`config.mk`:
```
export PLATFORM = sky130hd
export DESIGN_NAME = fb_req_arbiter
export DESIGN_NICKNAME = d
export VERILOG_FILES = /design/src/rtl/fb_arb_pkg.sv /design/src/rtl/fb_arb_timeout.sv /design/src/rtl/fb_req_arbiter.sv
export SDC_FILE = /design/constraint.sdc
export NUM_CORES = 1
export LEC_CHECK = 0
export ABC_AREA = 1
export ABC_CLOCK_PERIOD_IN_PS = 1600
export BUFFER_PORTS_ARGS = -buffer_cell sky130_fd_sc_hd__buf_2
export CELL_PAD_IN_SITES_DETAIL_PLACEMENT = 1
export CELL_PAD_IN_SITES_GLOBAL_PLACEMENT = 2
export CORE_MARGIN = 2
export CORE_UTILIZATION = 29
export DETAILED_ROUTE_END_ITERATION = 8
export PLACE_DENSITY_LB_ADDON = 0.1
export SLEW_MARGIN = 30
export SYNTH_ARGS = -nofsm -noshare
export SYNTH_HDL_FRONTEND = slang
export SYNTH_SLANG_ARGS = --single-unit
```
`constraint.sdc`:
```
create_clock -name mem_clk0 -period 1.6 [get_ports mem_clk0]
set_input_delay 0.32 -clock mem_clk0 [delete_from_list [all_inputs] [get_ports mem_clk0]]
set_output_delay 0.32 -clock mem_clk0 [all_outputs]
set_load 0.05 [all_outputs]
```
`src/rtl/fb_arb_pkg.sv`:
```
`default_nettype none
// ============================================================================
//  Module   : fb_arb_pkg
//  Purpose  : Shared types and defaults for the frame-buffer request arbiter.
//             Arbiter states, request source encoding and default row width.
//  Revision : 1.0  initial release
// ============================================================================
package fb_arb_pkg;

  // Default DDR2 row address width.
  localparam int C_ROW_W = 13;

  typedef enum logic [1:0] {
    IDLE  = 2'd0,
    ISSUE = 2'd1,
    WAIT  = 2'd2
  } arb_state_e;

  typedef enum logic {
    SRC_RD = 1'b0,
    SRC_WR = 1'b1
  } arb_src_e;

endpackage
`default_nettype wire

```
`src/rtl/fb_arb_timeout.sv`:
```
`default_nettype none
// ============================================================================
//  Module   : fb_arb_timeout
//  Purpose  : Loadable up-counter with expiry flag. Used to bound the time
//             between a frame-buffer grant and its completion.
//  Ports    : clk, rst_n (sync, active-low)
//             load    - clear the count to zero (has priority)
//             en      - advance the count by one
//             count   - current count
//             expired - count has reached LIMIT (count holds there)
//  Revision : 1.0  initial release
// ============================================================================
module fb_arb_timeout #(
  parameter int LIMIT = 1023,
  parameter int CNT_W = $clog2(LIMIT + 1)
) (
  input  logic             clk,
  input  logic             rst_n,
  input  logic             load,
  input  logic             en,
  output logic [CNT_W-1:0] count,
  output logic             expired
);

  logic [CNT_W-1:0] count_d, count_q;

  assign expired = (count_q == CNT_W'(LIMIT));
  assign count   = count_q;

  always_comb begin
    count_d = count_q;
    if (load) begin
      count_d = '0;
    end else if (en && !expired) begin
      count_d = count_q + 1'b1;
    end
  end

  always_ff @(posedge clk) begin
    if (!rst_n) begin
      count_q <= '0;
    end else begin
      count_q <= count_d;
    end
  end

endmodule
`default_nettype wire

```
`src/rtl/fb_req_arbiter.sv`:
```
`default_nettype none
// ============================================================================
//  Module   : fb_req_arbiter
//  Purpose  : Arbitrates the single frame-buffer request port between display
//             line-buffer refills (reads) and fractal-engine row writebacks
//             (writes). One access outstanding at a time, reads preferred,
//             writes forced after STARVE_LIM consecutive read grants, and an
//             access is abandoned if fb_done does not arrive within TIMEOUT
//             cycles of its grant. Nothing is issued before MIG init is done.
//  Ports    : mem_clk0 / mem_rst_s_n (sync, active-low), mig_init_done
//             disp_rd_req/_row -> disp_rd_done   (read requester)
//             frac_wr_req/_row -> frac_wr_ack    (write requester)
//             fb_req/fb_we/fb_row <- fb_gnt/fb_done (frame-buffer port)
//             rd_overrun, fb_timeout             (sticky error flags)
//  Options  : ARB_STATS_EN adds rd_grant_cnt, wr_grant_cnt (16-bit wrapping)
//             and max_wait_cnt (10-bit, worst grant-to-done latency).
//  Revision : 1.0  initial release
// ============================================================================
module fb_req_arbiter
  import fb_arb_pkg::*;
#(
  parameter int ROW_W      = C_ROW_W,
  parameter int STARVE_LIM = 4,
  parameter int TIMEOUT    = 1023
) (
  input  logic             mem_clk0,
  input  logic             mem_rst_s_n,
  input  logic             mig_init_done,
  input  logic             disp_rd_req,
  input  logic [ROW_W-1:0] disp_rd_row,
  output logic             disp_rd_done,
  input  logic             frac_wr_req,
  input  logic [ROW_W-1:0] frac_wr_row,
  output logic             frac_wr_ack,
  output logic             fb_req,
  output logic             fb_we,
  output logic [ROW_W-1:0] fb_row,
  input  logic             fb_gnt,
  input  logic             fb_done,
  output logic             rd_overrun,
  output logic             fb_timeout
`ifdef ARB_STATS_EN
  ,
  output logic [15:0]      rd_grant_cnt,
  output logic [15:0]      wr_grant_cnt,
  output logic [9:0]       max_wait_cnt
`endif
);

  localparam int SC_W  = $clog2(STARVE_LIM + 1);
  localparam int CNT_W = $clog2(TIMEOUT + 1);

  arb_state_e       state_d, state_q;
  arb_src_e         src_d, src_q;
  logic             fb_we_d, fb_we_q;
  logic [ROW_W-1:0] fb_row_d, fb_row_q;
  logic             rd_pend_d, rd_pend_q;
  logic [ROW_W-1:0] rd_row_d, rd_row_q;
  logic [SC_W-1:0]  starve_d, starve_q;
  logic             rd_done_d, rd_done_q;
  logic             wr_ack_d, wr_ack_q;
  logic             overrun_d, overrun_q;
  logic             timeout_d, timeout_q;
  // fb_done seen together with fb_gnt; lets WAIT exit on its first cycle.
  logic             early_d, early_q;

  logic             tmr_load, tmr_en, tmr_expired;
  logic [CNT_W-1:0] tmr_count;

  logic             rd_gnt, wr_gnt, starve_sat;
  logic [ROW_W-1:0] rd_row_new;

  assign rd_gnt     = (state_q == ISSUE) && fb_gnt && (src_q == SRC_RD);
  assign wr_gnt     = (state_q == ISSUE) && fb_gnt && (src_q == SRC_WR);
  assign starve_sat = (starve_q == SC_W'(STARVE_LIM));
  // Latest row wins: a request arriving this cycle supersedes the latched row.
  assign rd_row_new = disp_rd_req ? disp_rd_row : rd_row_q;

  fb_arb_timeout #(
    .LIMIT (TIMEOUT),
    .CNT_W (CNT_W)
  ) u_timeout (
    .clk     (mem_clk0),
    .rst_n   (mem_rst_s_n),
    .load    (tmr_load),
    .en      (tmr_en),
    .count   (tmr_count),
    .expired (tmr_expired)
  );

  always_comb begin
    state_d   = state_q;
    src_d     = src_q;
    fb_we_d   = fb_we_q;
    fb_row_d  = fb_row_q;
    rd_pend_d = rd_pend_q;
    rd_row_d  = rd_row_q;
    starve_d  = starve_q;
    rd_done_d = 1'b0;
    wr_ack_d  = 1'b0;
    overrun_d = overrun_q;
    timeout_d = timeout_q;
    early_d   = early_q;
    tmr_load  = 1'b0;
    tmr_en    = 1'b0;

    case (state_q)
      IDLE: begin
        if (mig_init_done) begin
          if (frac_wr_req && (!rd_pend_q || starve_sat)) begin
            src_d    = SRC_WR;
            fb_we_d  = 1'b1;
            fb_row_d = frac_wr_row;
            state_d  = ISSUE;
          end else if (rd_pend_q) begin
            src_d    = SRC_RD;
            fb_we_d  = 1'b0;
            fb_row_d = rd_row_new;
            state_d  = ISSUE;
          end
        end
      end
      ISSUE: begin
        if (fb_gnt) begin
          state_d  = WAIT;
          tmr_load = 1'b1;
          early_d  = fb_done;
        end else if ((src_q == SRC_RD) && disp_rd_req) begin
          // A newer read row replaces the one still waiting for its grant.
          fb_row_d = disp_rd_row;
        end
      end
      WAIT: begin
        if (fb_done || early_q) begin
          state_d   = IDLE;
          early_d   = 1'b0;
          rd_done_d = (src_q == SRC_RD);
          wr_ack_d  = (src_q == SRC_WR);
        end else if (tmr_expired) begin
          // Abandon silently: a write is re-requested by the engine's held
          // level, a read has already been cleared at its grant.
          state_d   = IDLE;
          timeout_d = 1'b1;
        end else begin
          tmr_en = 1'b1;
        end
      end
      default: state_d = IDLE;
    endcase

    if (!frac_wr_req || wr_gnt) begin
      starve_d = '0;
    end else if (rd_gnt && !starve_sat) begin
      starve_d = starve_q + 1'b1;
    end

    if (disp_rd_req) begin
      if (rd_pend_q && !rd_gnt) begin
        overrun_d = 1'b1;
      end
      rd_pend_d = 1'b1;
      rd_row_d  = disp_rd_row;
    end else if (rd_gnt) begin
      rd_pend_d = 1'b0;
    end
  end

  always_ff @(posedge mem_clk0) begin
    if (!mem_rst_s_n) begin
      state_q   <= IDLE;
      src_q     <= SRC_RD;
      fb_we_q   <= 1'b0;
      fb_row_q  <= '0;
      rd_pend_q <= 1'b0;
      rd_row_q  <= '0;
      starve_q  <= '0;
      rd_done_q <= 1'b0;
      wr_ack_q  <= 1'b0;
      overrun_q <= 1'b0;
      timeout_q <= 1'b0;
      early_q   <= 1'b0;
    end else begin
      state_q   <= state_d;
      src_q     <= src_d;
      fb_we_q   <= fb_we_d;
      fb_row_q  <= fb_row_d;
      rd_pend_q <= rd_pend_d;
      rd_row_q  <= rd_row_d;
      starve_q  <= starve_d;
      rd_done_q <= rd_done_d;
      wr_ack_q  <= wr_ack_d;
      overrun_q <= overrun_d;
      timeout_q <= timeout_d;
      early_q   <= early_d;
    end
  end

  assign fb_req       = (state_q == ISSUE);
  assign fb_we        = fb_we_q;
  assign fb_row       = fb_row_q;
  assign disp_rd_done = rd_done_q;
  assign frac_wr_ack  = wr_ack_q;
  assign rd_overrun   = overrun_q;
  assign fb_timeout   = timeout_q;

`ifdef ARB_STATS_EN
  logic [15:0] rd_grant_cnt_d, rd_grant_cnt_q;
  logic [15:0] wr_grant_cnt_d, wr_grant_cnt_q;
  logic [9:0]  max_wait_d, max_wait_q;
  logic [9:0]  wait_now;

  assign wait_now = 10'(tmr_count);

  always_comb begin
    rd_grant_cnt_d = rd_grant_cnt_q + {15'd0, rd_gnt};
    wr_grant_cnt_d = wr_grant_cnt_q + {15'd0, wr_gnt};
    max_wait_d     = max_wait_q;
    if ((state_q == WAIT) && (fb_done || early_q) && (wait_now > max_wait_q)) begin
      max_wait_d = wait_now;
    end
  end

  always_ff @(posedge mem_clk0) begin
    if (!mem_rst_s_n) begin
      rd_grant_cnt_q <= '0;
      wr_grant_cnt_q <= '0;
      max_wait_q     <= '0;
    end else begin
      rd_grant_cnt_q <= rd_grant_cnt_d;
      wr_grant_cnt_q <= wr_grant_cnt_d;
      max_wait_q     <= max_wait_d;
    end
  end

  assign rd_grant_cnt = rd_grant_cnt_q;
  assign wr_grant_cnt = wr_grant_cnt_q;
  assign max_wait_cnt = max_wait_q;
`else
  logic unused_tmr_count;
  assign unused_tmr_count = ^tmr_count;
`endif

endmodule
`default_nettype wire
```
; ---- Word level (Yosys, flattened, before mapping)
; Cells that the tools add are included.
[op_classes]
muxes = 26
n_eq_ne = 11
n_reduce_logical = 30
n_bitwise = 3
n_addsub = 2
[op_table]
columns = cell, count
row1 = 2-to-1 mux 13 bit, 6
row2 = one-hot mux 13 bit (2 select lines), 1
row3 = 2-to-1 mux 2 bit, 6
row4 = AND reduction 3 bit, 4
row5 = 2-to-1 mux 1 bit, 11
row6 = adder 10 x 1 -> 10 bit (second input constant), 1
row7 = == test 10 bit (second input constant), 1
row8 = logical AND 1 bit, 8
row9 = nonzero test 2 bit, 4
row10 = inequality test 2 bit (second input constant), 3
row11 = one-hot mux 2 bit (3 select lines), 1
row12 = logical NOT 1 bit, 5
row13 = AND reduction 5 bit, 1
row14 = inequality test 2 x 1 -> 1 bit (second input constant), 2
row15 = AND reduction 4 bit, 1
row16 = OR reduction 2 bit, 2
row17 = adder 3 x 1 -> 3 bit (second input constant), 1
row18 = == test 3 bit (second input constant), 1
row19 = logical OR 1 bit, 3
row20 = inequality test 3 x 2 -> 1 bit (second input constant), 1
row21 = inequality test 3 bit (second input constant), 1
row22 = NOT 1 bit, 3
row23 = == test 2 x 1 -> 1 bit (second input constant), 1
row24 = == test 2 bit (second input constant), 1
row25 = 3 further kinds, 3
[totals]
regBits = 48
inputBits = 33
elab_cells = 84

; ---- Logic depth before layout (Yosys ltp)
; Gate-level depths: netlist of the first run.
[logic_depth]
depth_word = 6
depth_mapped = 11
depth_no_buf = 10

; ---- Modules after synthesis
; A second synthesis of the first run with hierarchy kept.
[hier_totals]
cells_unflattened = 417
hier_area_um2 = 2700.1
[modules_own_cells]
columns = module, seq_area_each_um2, cells_each, n_inst, area_each_um2
row1 = fb_req_arbiter, 760.7, 327, 1, 2104.5
row2 = fb_arb_timeout, 200.2, 90, 1, 595.6

; ---- Worst setup path before layout of the first run
; OpenSTA, ideal clock, no wires.
[synth_path]
kind = register -> register
start = register state_q[1]
end = register fb_row_q[10] (netlist: fb_row[10])
path_stages_with_launch = 9
path_slack_ps = 22
path_buffers = 2
setup_time_ps = 116
arrival_ps = 1462
path_cell_list = dfxtp_1 > inv_1 > nand2_2 > inv_2 > buf_6 > clkbuf_1 > nor2_1 > nor2_1 > nor2_1
[synth_via]
elab_chain_len = 3
[synth_rtl]
columns = item, line
row1 = "start, declared", fb_req_arbiter.sv:53  ; arb_state_e state_d, state_q;
row2 = "start signal, assigned", fb_req_arbiter.sv:183  ; state_q <= state_d;
row3 = == test 2 x 1 -> 1 bit (*), n/a
row4 = named net fb_req, fb_req_arbiter.sv:35  ; output logic fb_req,
row5 = inequality test 2 x 1 -> 1 bit (no line) (tied with other cells), n/a
row6 = AND reduction 5 bit (no line), n/a
row7 = "end signal, assigned", fb_req_arbiter.sv:186  ; fb_row_q <= fb_row_d;
row8 = "end, declared", fb_req_arbiter.sv:56  ; logic [ROW_W-1:0] fb_row_d, fb_row_q;
; Mark *: on every way through the listed nets, which the timed path passes. The rest lies on a longest branch.
; A chain may end at the register's enable or synchronous reset.

; ---- Worst setup path in the final report of the first run
[layout_path]
start = register starve_q[0]
end = register fb_row_q[12] (netlist: fb_row[12])
[layout_via]
elab_chain_len = 6
[layout_rtl]
columns = item, line
row1 = "start, declared", fb_req_arbiter.sv:59  ; logic [SC_W-1:0] starve_d, starve_q;
row2 = "start signal, assigned", fb_req_arbiter.sv:189  ; starve_q <= starve_d;
row3 = == test 3 bit (*), fb_req_arbiter.sv:75  ; assign starve_sat = (starve_q == SC_W'(STARVE_LIM));
row4 = logical OR 1 bit (*), fb_req_arbiter.sv:110  ; if (frac_wr_req && (!rd_pend_q || starve_sat)) begin
row5 = logical AND 1 bit (*), fb_req_arbiter.sv:110
row6 = 2-to-1 mux 13 bit, fb_req_arbiter.sv:110
row7 = 2-to-1 mux 13 bit, fb_req_arbiter.sv:109  ; if (mig_init_done) begin
row8 = one-hot mux 13 bit (2 select lines), fb_req_arbiter.sv:107  ; case (state_q)
; Every way passes the cells marked *; elsewhere a longest branch is shown, timed or not. The select of a mux whose other input is x is not followed.

==> impl.org, run 1 <==
** Logic synthesis
- In the post-synthesis netlist, the cell with the most instances is nand2_1.
- The commonest cells after synthesis are nand2_1, nor2_1, dfxtp_1.
- Post-synth EDFFs :: 0
- Number of synthesized register bits :: 48
- In the synthesized netlist, the number of instances is 350.
- Number of library cell types mapped by synthesis :: 28
- Share of the synthesized area in the top cell type :: 40.8%
- Synthesis produced a netlist with a net count of 386.
- Sequential elements use 40.8% of the synthesized area.
- Cell type contributing the most total cell area after synthesis :: dfxtp_1
- Each instance of the synthesized netlist takes up on average 6.73 µm².
- Summing every instance area after synthesis gives 2350 µm².
- The most used flip-flop cell after synthesis is dfxtp_1.
- For this run, asynchronously set or reset flops after synthesis account for 0%.
- Cells taking the most area after synthesis :: dfxtp_1, nand2_1, nor2_1
- Yosys warns :: 0

** Clock network
- In this run the clock root is driven by a clkbuf_8.
- Later-pin clock latency in the skew report :: 0.30 ns
- CTS saw 48 sinks.
- The longest clock path from root to sink contains 2 buffers.
- In this run the number of H-tree levels came out at 2.
- Cts bufs inserted :: 5
- TritonCTS built the clock tree.
- Clk pin slew, worst setup/hold paths :: 0.09 ns

** Global routing
- Total global routing track utilization :: 14.7%
- Global routing finished with a remaining overflow of 0.
- The number of global-route vias before repair was 2276.
- Entering global routing, the biggest net connects 30 pins.
- The first global-routing pass estimated 10300 µm of wire.
- Initial antenna violation count :: 0

** Power
- Registers are responsible for 48.4% of the overall power.
- Switching component of the power :: 0.000859 W
- In this run the static leakage power is 1.40 nW.
- Per report_power, the clock group accounts for 28.4% of the total.
- The share of total power dissipated in combinational logic is 23.2%.
- Pwr dens :: 911 nW/µm²
- Internal power comes to 0.00183 W.
- Worst vdd rail ir drop :: 0.000471 V
- Switching portion of total power :: 32.0%

** Routing
- Number of DRC violations after detailed-routing iteration 0 :: 26
- In this run the remaining antenna-violating nets after routing total 0.
- Number of iterations in the first detailed-routing pass :: 4
- Routed via count :: 2312
- In the final routed layout, each cell accounts on average for 12.5 µm.
- In the routed design, unresolved DRC markers number 0.
- Summed over all layers, the routed wires come to 6380 µm.
- Vias per cell :: 4.52

** Finish
- # fillers :: 1017
- Layout area overhead :: 25.3%
- In the final layout, the share of cells above drive strength 1 is 22.7%.
- The finished cells cover 2950 µm².
- In the final design database the tool counted 445 nets.
- The number of antenna diodes in the final layout is 0.
- Core Util, Final :: 37.8%

** Critical path
- Biggest cell delay along the critical path :: 0.33 ns
- STA classifies the critical path startpoint as a register.
- Crit-path max FO :: 13
- Endpoint kind of the worst setup timing path :: register
- Traced cell by cell, the critical path runs through inv_1 -> ha_2 -> nand2_2 -> nand2_2 -> nand2_4 -> clkbuf_16 -> o21ai_0 -> nor2_1 -> nor2_1 -> nor2_1.
- The setup check on the worst reg-to-reg path leaves a slack of 0.13 ns.
- Critical path start-end classification :: register to register
- R2r worst-path depth :: 10
- The slowest stage of the critical path belongs to the cell dfxtp_2.
- Reg2reg start :: starve_q[0]$_SDFFE_PP0P_
- Worst EP arrival :: 1.68 ns
- R2r endpoint :: fb_row[12]$_SDFFE_PN0P_
- Crit path required time :: 1.80 ns
- Critical path's most frequent cell :: nor2_1

** Floorplan
- Area of the core :: 7810 µm²
- The floorplan step defined a die boundary enclosing 8860 µm².
- Once the floorplan was initialized, standard cells occupied 30.2% of the core.
- Top-level port count :: 52
- After floorplanning, the core was divided into 32 placement rows.
- The die is 94.1 µm tall.
- The die is 94.1 µm wide.

** Placement
- GPL Wtd Cong :: 0.772
- Placed Instance Area :: 2770 µm²
- Count of input and output buffers :: 51
- Detailed placement ended at an HPWL of 4400 µm.

** Timing
- Counting I/O delays and the setup requirement, the final critical path takes 1.47 ns.
- Total Neg Setup Slack :: 0 ns
- Clock skew after layout :: 0.00320 ns
- Max-Slew Margin vs Limit :: 79.1%
- Hold violation count in the final report :: 0
- Highest attainable clock frequency :: 679 MHz
- Period Utilization, post-route :: 92.0%
- Worst Max-Slew Pin Slew :: 0.312 ns
- The max-slew violation total from the final report is 0.
- Final setup violation count :: 0
- Hold slack :: 0.271 ns

** Status
- The run finished with clean final reports.

** Run
- Max Cap Viol :: 0

** Worst hold path
- Counting instances, the worst hold path has a depth of 3.
- The worst hold path belongs to the class input port to register.
- Endpoint of the worst hold-timing path :: early_q$_SDFFE_PN0P_
- The worst hold path begins at fb_done.
==> through the flow <==
step	instances	power (W)	setup WS (ns)
floorplan	350	0.00177	0.0222
global placement	500	0.00193	0.162
detailed placement	500	0.00194	0.118
CTS	508	0.00272	0.0850
global route	512	0.00286	-0.0171
finish	512	0.00269	0.128
==> registers in the layout, summed over array words and instances, names as in the netlist <==
| name | count |
|---|---|
| rd_row_q | 13 |
| state_q | 2 |
| fb_row | 13 |
| u_timeout.count | 10 |
| starve_q | 3 |
| rd_overrun | 1 |
| disp_rd_done | 1 |
| fb_we | 1 |
| frac_wr_ack | 1 |
| early_q | 1 |
| rd_pend_q | 1 |
| fb_timeout | 1 |
==> power by group through the flow <==
stage	Combinational, W	Clock, W	Sequential [W]
2_1_floorplan	0.000294	0	0.00148
3_3_place_gp	0.000604	0	0.00133
3_5_place_dp	0.000609	0	0.00133
4_1_cts	0.000610	0.000808	0.00130
5_1_grt	0.000700	0.000852	0.00131
6_report	0.000623	0.000764	0.00130
==> worst max-delay path by stage <==
stage / startpoint / to / slack [ns] / cells after the start
2_1_floorplan: state_q[1]$_SDFFE_PN0P_ / fb_row[10]$_SDFFE_PN0P_ / 0.02 / 8
5_1_grt: starve_q[0]$_SDFFE_PP0P_ / fb_row[7]$_SDFFE_PN0P_ / -0.02 / 10
6_report: starve_q[0]$_SDFFE_PP0P_ / fb_row[12]$_SDFFE_PN0P_ / 0.13 / 10
3_5_place_dp: starve_q[0]$_SDFFE_PP0P_ / fb_row[12]$_SDFFE_PN0P_ / 0.12 / 11
4_1_cts: u_timeout.count[0]$_SDFFE_PP0P_ / u_timeout.count[4]$_SDFFE_PP0P_ / 0.08 / 9
3_3_place_gp: starve_q[0]$_SDFFE_PP0P_ / fb_row[12]$_SDFFE_PN0P_ / 0.16 / 11
==> area by class of cell <==
class | count | area [µm²] | share of cell area [%]
multi-input combinational | 251 | 1180 | 40.2
sequential | 48 | 965 | 32.7
timing repair buffer | 67 | 448 | 15.2
inverter | 36 | 135 | 4.58
tap | 102 | 128 | 4.33
clock buffer | 8 | 90.1 | 3.05
==> metal layers <==
| metal | up-vias | share of wire (%) | GRT usage, % |
|---|---|---|---|
| met5 | - | 0 | 0 |
| met4 | 0 | 1.4 | 5.31 |
| met3 | 5 | 3.6 | 3.29 |
| met2 | 34 | 48 | 25.4 |
| met1 | 1073 | 47 | 17.8 |
| li1 | 1200 | - | - |
==> timing repair <==
action | CTS | global route
buffers inserted | 0 | 2
endpoints found under the hold margin | 0 | 0
gates resized for setup | 0 | 13
setup endpoints to repair | 0 | 21
hold buffers | 0 | 0
==> critical path: cells and delay by family (launching register included) <==
family                     cells  cell delay (ns)
buffers and inverters          2             0.26
AOI/OAI and AO/OA              1             0.16
and+or+nand+nor                6             0.44
DFF                            1             0.33
adders and majority gates      1             0.18
==> placed cells by master, fill, tap and decap left out <==
cell type  synthesis  routed
ha_1               3       1
clkbuf_8           0       6
dfxtp_1           48      45
clkbuf_1           5       2
nand2_4            0       1
inv_1             35      34
o21bai_1          12      12
nor2_2             1       1
nand2_2            2       4
xor2_1             5       5
nand3_2            0       1
o21ai_0           24      22
nand4_1            2       2
o211ai_1           2       2
and2_4             1       1
nand3_1            6       5
o21ai_2            1       1
o21ai_1            3       5
clkbuf_16          0       2
ha_2               0       2
o21bai_2           3       3
buf_2              4      51
a21oi_1           14      14
buf_12             0       3
nor3_1             1       1
or2_2              1       1
dfxtp_2            0       3
buf_4              1      11
nand2_1           95      92
inv_2              1       2
nor2_1            72      72
nor4_1             2       2
o21a_1             1       1
==> cells by family (layout without fill, tap and decap cells) <==
| group | count (synthesis) | after routing | share of synthesized area [%] |
|---|---|---|---|
| AO/OA/AOI/OAI | 60 | 60 | 15.3 |
| XOR/XNOR | 5 | 5 | 1.86 |
| adder cells (fa/ha/maj) | 3 | 3 | 1.59 |
| buffers and inverters | 51 | 111 | 9.83 |
| flip-flops | 48 | 48 | 40.8 |
| AND/OR/NAND/NOR | 183 | 183 | 30.6 |
(Power assumes the default switching activity.)
==> run 2: changes to the inputs <==
- SETUP_SLACK_MARGIN: default -> 0.5
==> impl.org, run 2 (same netlist as run 1, synthesis figures left out) <==
** Status
- The run finished with clean final reports.

** Critical path
- Number of cells on the critical path :: 5
- In this run the worst setup path begins at state_q[1]$_SDFFE_PN0P_.
- The worst setup path is launched from a register.
- In this run the critical register-to-register path is captured at fb_row[5]$_SDFFE_PN0P_.
- The critical path contains buffers and inverters numbering 4 combined.
- The critical path ends at fb_req.
- Reg2reg start :: starve_q[0]$_SDFFE_PP0P_
- Biggest cell delay along the critical path :: 0.36 ns
- Crit path required time :: 1.28 ns
- Worst R2R Setup Slack :: 0.22 ns
- Data arrives at the worst endpoint at 1.07 ns.
- The worst setup path is captured at a primary output.
- By instance count, the cell type seen most on the critical path is buf_12.
- The critical path goes through inv_2 -> nand2_4 -> inv_4 -> buf_12 -> buf_12.
- The largest individual stage delay along the critical path comes from the cell dfxtp_4.
- R2r worst-path depth :: 11
- Crit-path max FO :: 3
- Worst path top cell family by delay :: flip-flops
- The critical path is of the register to primary output type.

** Routing
- In the final routed layout, each cell accounts on average for 14.1 µm.
- Before antenna repair, the detailed router went through 4 iterations.
- In the routed layout, each cell is associated on average with a via count of 4.62.
- After detailed routing, the number of remaining DRC violations is 0.
- For this block, the via count after detailed routing is 2474.
- The final layout contains routed wiring with a total length of 7540 µm.
- In this run, the number of DRC markers left after iteration 0 of detailed routing was 44.
- Number of nets still failing antenna checks after routing :: 0

** Floorplan
- Area of the core :: 7810 µm²
- The die is 94.1 µm wide.
- The floorplan has 32 rows.
- The floorplan step set the die height to 94.1 µm.
- Once the floorplan was initialized, standard cells occupied 30.2% of the core.
- The die covers 8860 µm².
- Pin placement for this block handled 52 I/O pins.

** Finish
- With fillers left out, the area of the finished cells amounts to 3720 µm².
- Relative to the synthesized area, the layout overhead comes to 57.8%.
- Most frequent cells in the layout :: nand2_1, nor2_1, buf_2
- In the final layout, the share of cells above drive strength 1 is 42.6%.
- The repair_antennas step left the layout with diodes totalling 0.
- Commonest non-fill, non-tap cell in the layout :: nand2_1
- After filler insertion, the fill cell instance count of the layout stands at 981.
- For this run, the post-layout net count is 469.

** Timing
- The number of failing hold endpoints at the final stage is 0.
- Max-Slew Margin vs Limit :: 70.9%
- Clock skew on the completed layout was measured at 0.00421 ns.
- Setup violations remaining at the end of the flow were counted as 0.
- In the finished design, the share of the clock period the worst path needs comes to 86.8%.
- Adding up every negative setup slack in the final design gives 0 ns.
- The routed design could run at a clock period as short as 1.39 ns.
- Worst Max-Slew Pin Slew :: 0.432 ns
- Derived from the worst setup path, the maximum achievable clock frequency is 720 MHz.
- Setup repair after global routing could not meet its margin everywhere.
- The max-slew violation total from the final report came to 0.

** Clock network
- TritonCTS created 5 clock buffers.
- Level count of the clock H-tree :: 2
- The later pin in the worst-skew pair is clocked with a latency of 0.31 ns.
- Clk pin slew, worst setup/hold paths :: 0.09 ns
- TritonCTS built the clock tree.
- Root cell of the clock tree :: clkbuf_8
- CTS saw 48 sinks.
- Maximum number of buffers from clock root to sink :: 2

** Power
- In this run the power density over the cells is 797 nW/µm².
- Worst vdd rail ir drop :: 0.000339 V
- Leak :: 1.68 nW
- Summing internal, switching and leakage power gives 0.00296 W.

** Global routing
- GRT Residual Overflow :: 0
- Total global routing track utilization :: 18.0%
- Initial antenna violation count :: 0
- Wire length of the first global-routing pass :: 12300 µm
- Entering global routing, the biggest net connects 27 pins.
- The number of global-route vias before repair was 2580.

** Run
- The tool flagged a number of max-cap violations equal to 0.

** Placement
- Final HPWL from detailed placement :: 4510 µm
- Count of input and output buffers :: 51
- Placed Instance Area :: 2840 µm²
- GPL Wtd Cong :: 0.740

** Worst hold path
- Tightest Hold Check Type :: input port to register
==> run 2: cell count changes in the layout (fill, tap and decap cells not counted), sizes merged <==
cell / change
clkbuf: -2
nand2: +1
and2: +3
buf: +22
==> run 2: power breakdown <==
group	internal, W	switching, W
logic	0.000375	0.000490
clock network	0.000354	0.000418
registers	0.00127	0.0000521
==> run 2: worst min path at each step <==
stage,from,endpoint,slack [ns],cells after the start
after floorplan,u_timeout.count[4]$_SDFFE_PP0P_,u_timeout.count[4]$_SDFFE_PP0P_,0.43,2
after global placement,rd_overrun$_SDFFE_PN0P_,rd_overrun$_SDFFE_PN0P_,0.44,1
after detailed placement,rd_overrun$_SDFFE_PN0P_,rd_overrun$_SDFFE_PN0P_,0.45,1
after CTS,fb_done,early_q$_SDFFE_PN0P_,0.26,3
after global routing,fb_done,early_q$_SDFFE_PN0P_,0.27,3
final,fb_done,early_q$_SDFFE_PN0P_,0.27,3
==> run 2: tightest hold or removal path, delay by kind of cell <==
kind            cells  cell delay [ns]
buf+inv             2             0.15
compound gates      1             0.06
==> run 2: what timing repair did <==
action / in CTS / in global routing
hold buffers: 0 / 0
pin swaps: 15 / 34
setup endpoints to repair: 50 / 52
resized for setup: 102 / 59
cloned: 6 / 1
setup buffers: 16 / 4
==> run 2: cell type report <==
cell class,count,area [µm²],area share [%]
sequential,48,1010,27.1
timing repair buffer,87,846,22.8
multi-input combinational,255,1500,40.4
tap,102,128,3.43
clock buffer,8,90.1,2.42
inverter,36,145,3.91
==> run 2: through the flow <==
step | worst slack [ns] | util (%) | hold WS, ns | std cells
after floorplan | 0.319 | - | 0.434 | 350
after global placement | 0.149 | 36.4 | 0.444 | 501
after detailed placement | 0.120 | 36.4 | 0.453 | 501
after CTS | 0.206 | 44.4 | 0.260 | 531
after global routing | 0.0997 | 47.6 | 0.273 | 536
final | 0.211 | 47.6 | 0.270 | 536
==> run 2: layer usage <==
metal,track usage [%],share of wire (%)
met4,4.47,0.93
met1,21.0,43
met2,32.7,52
met3,4.25,3.6
met5,0,0
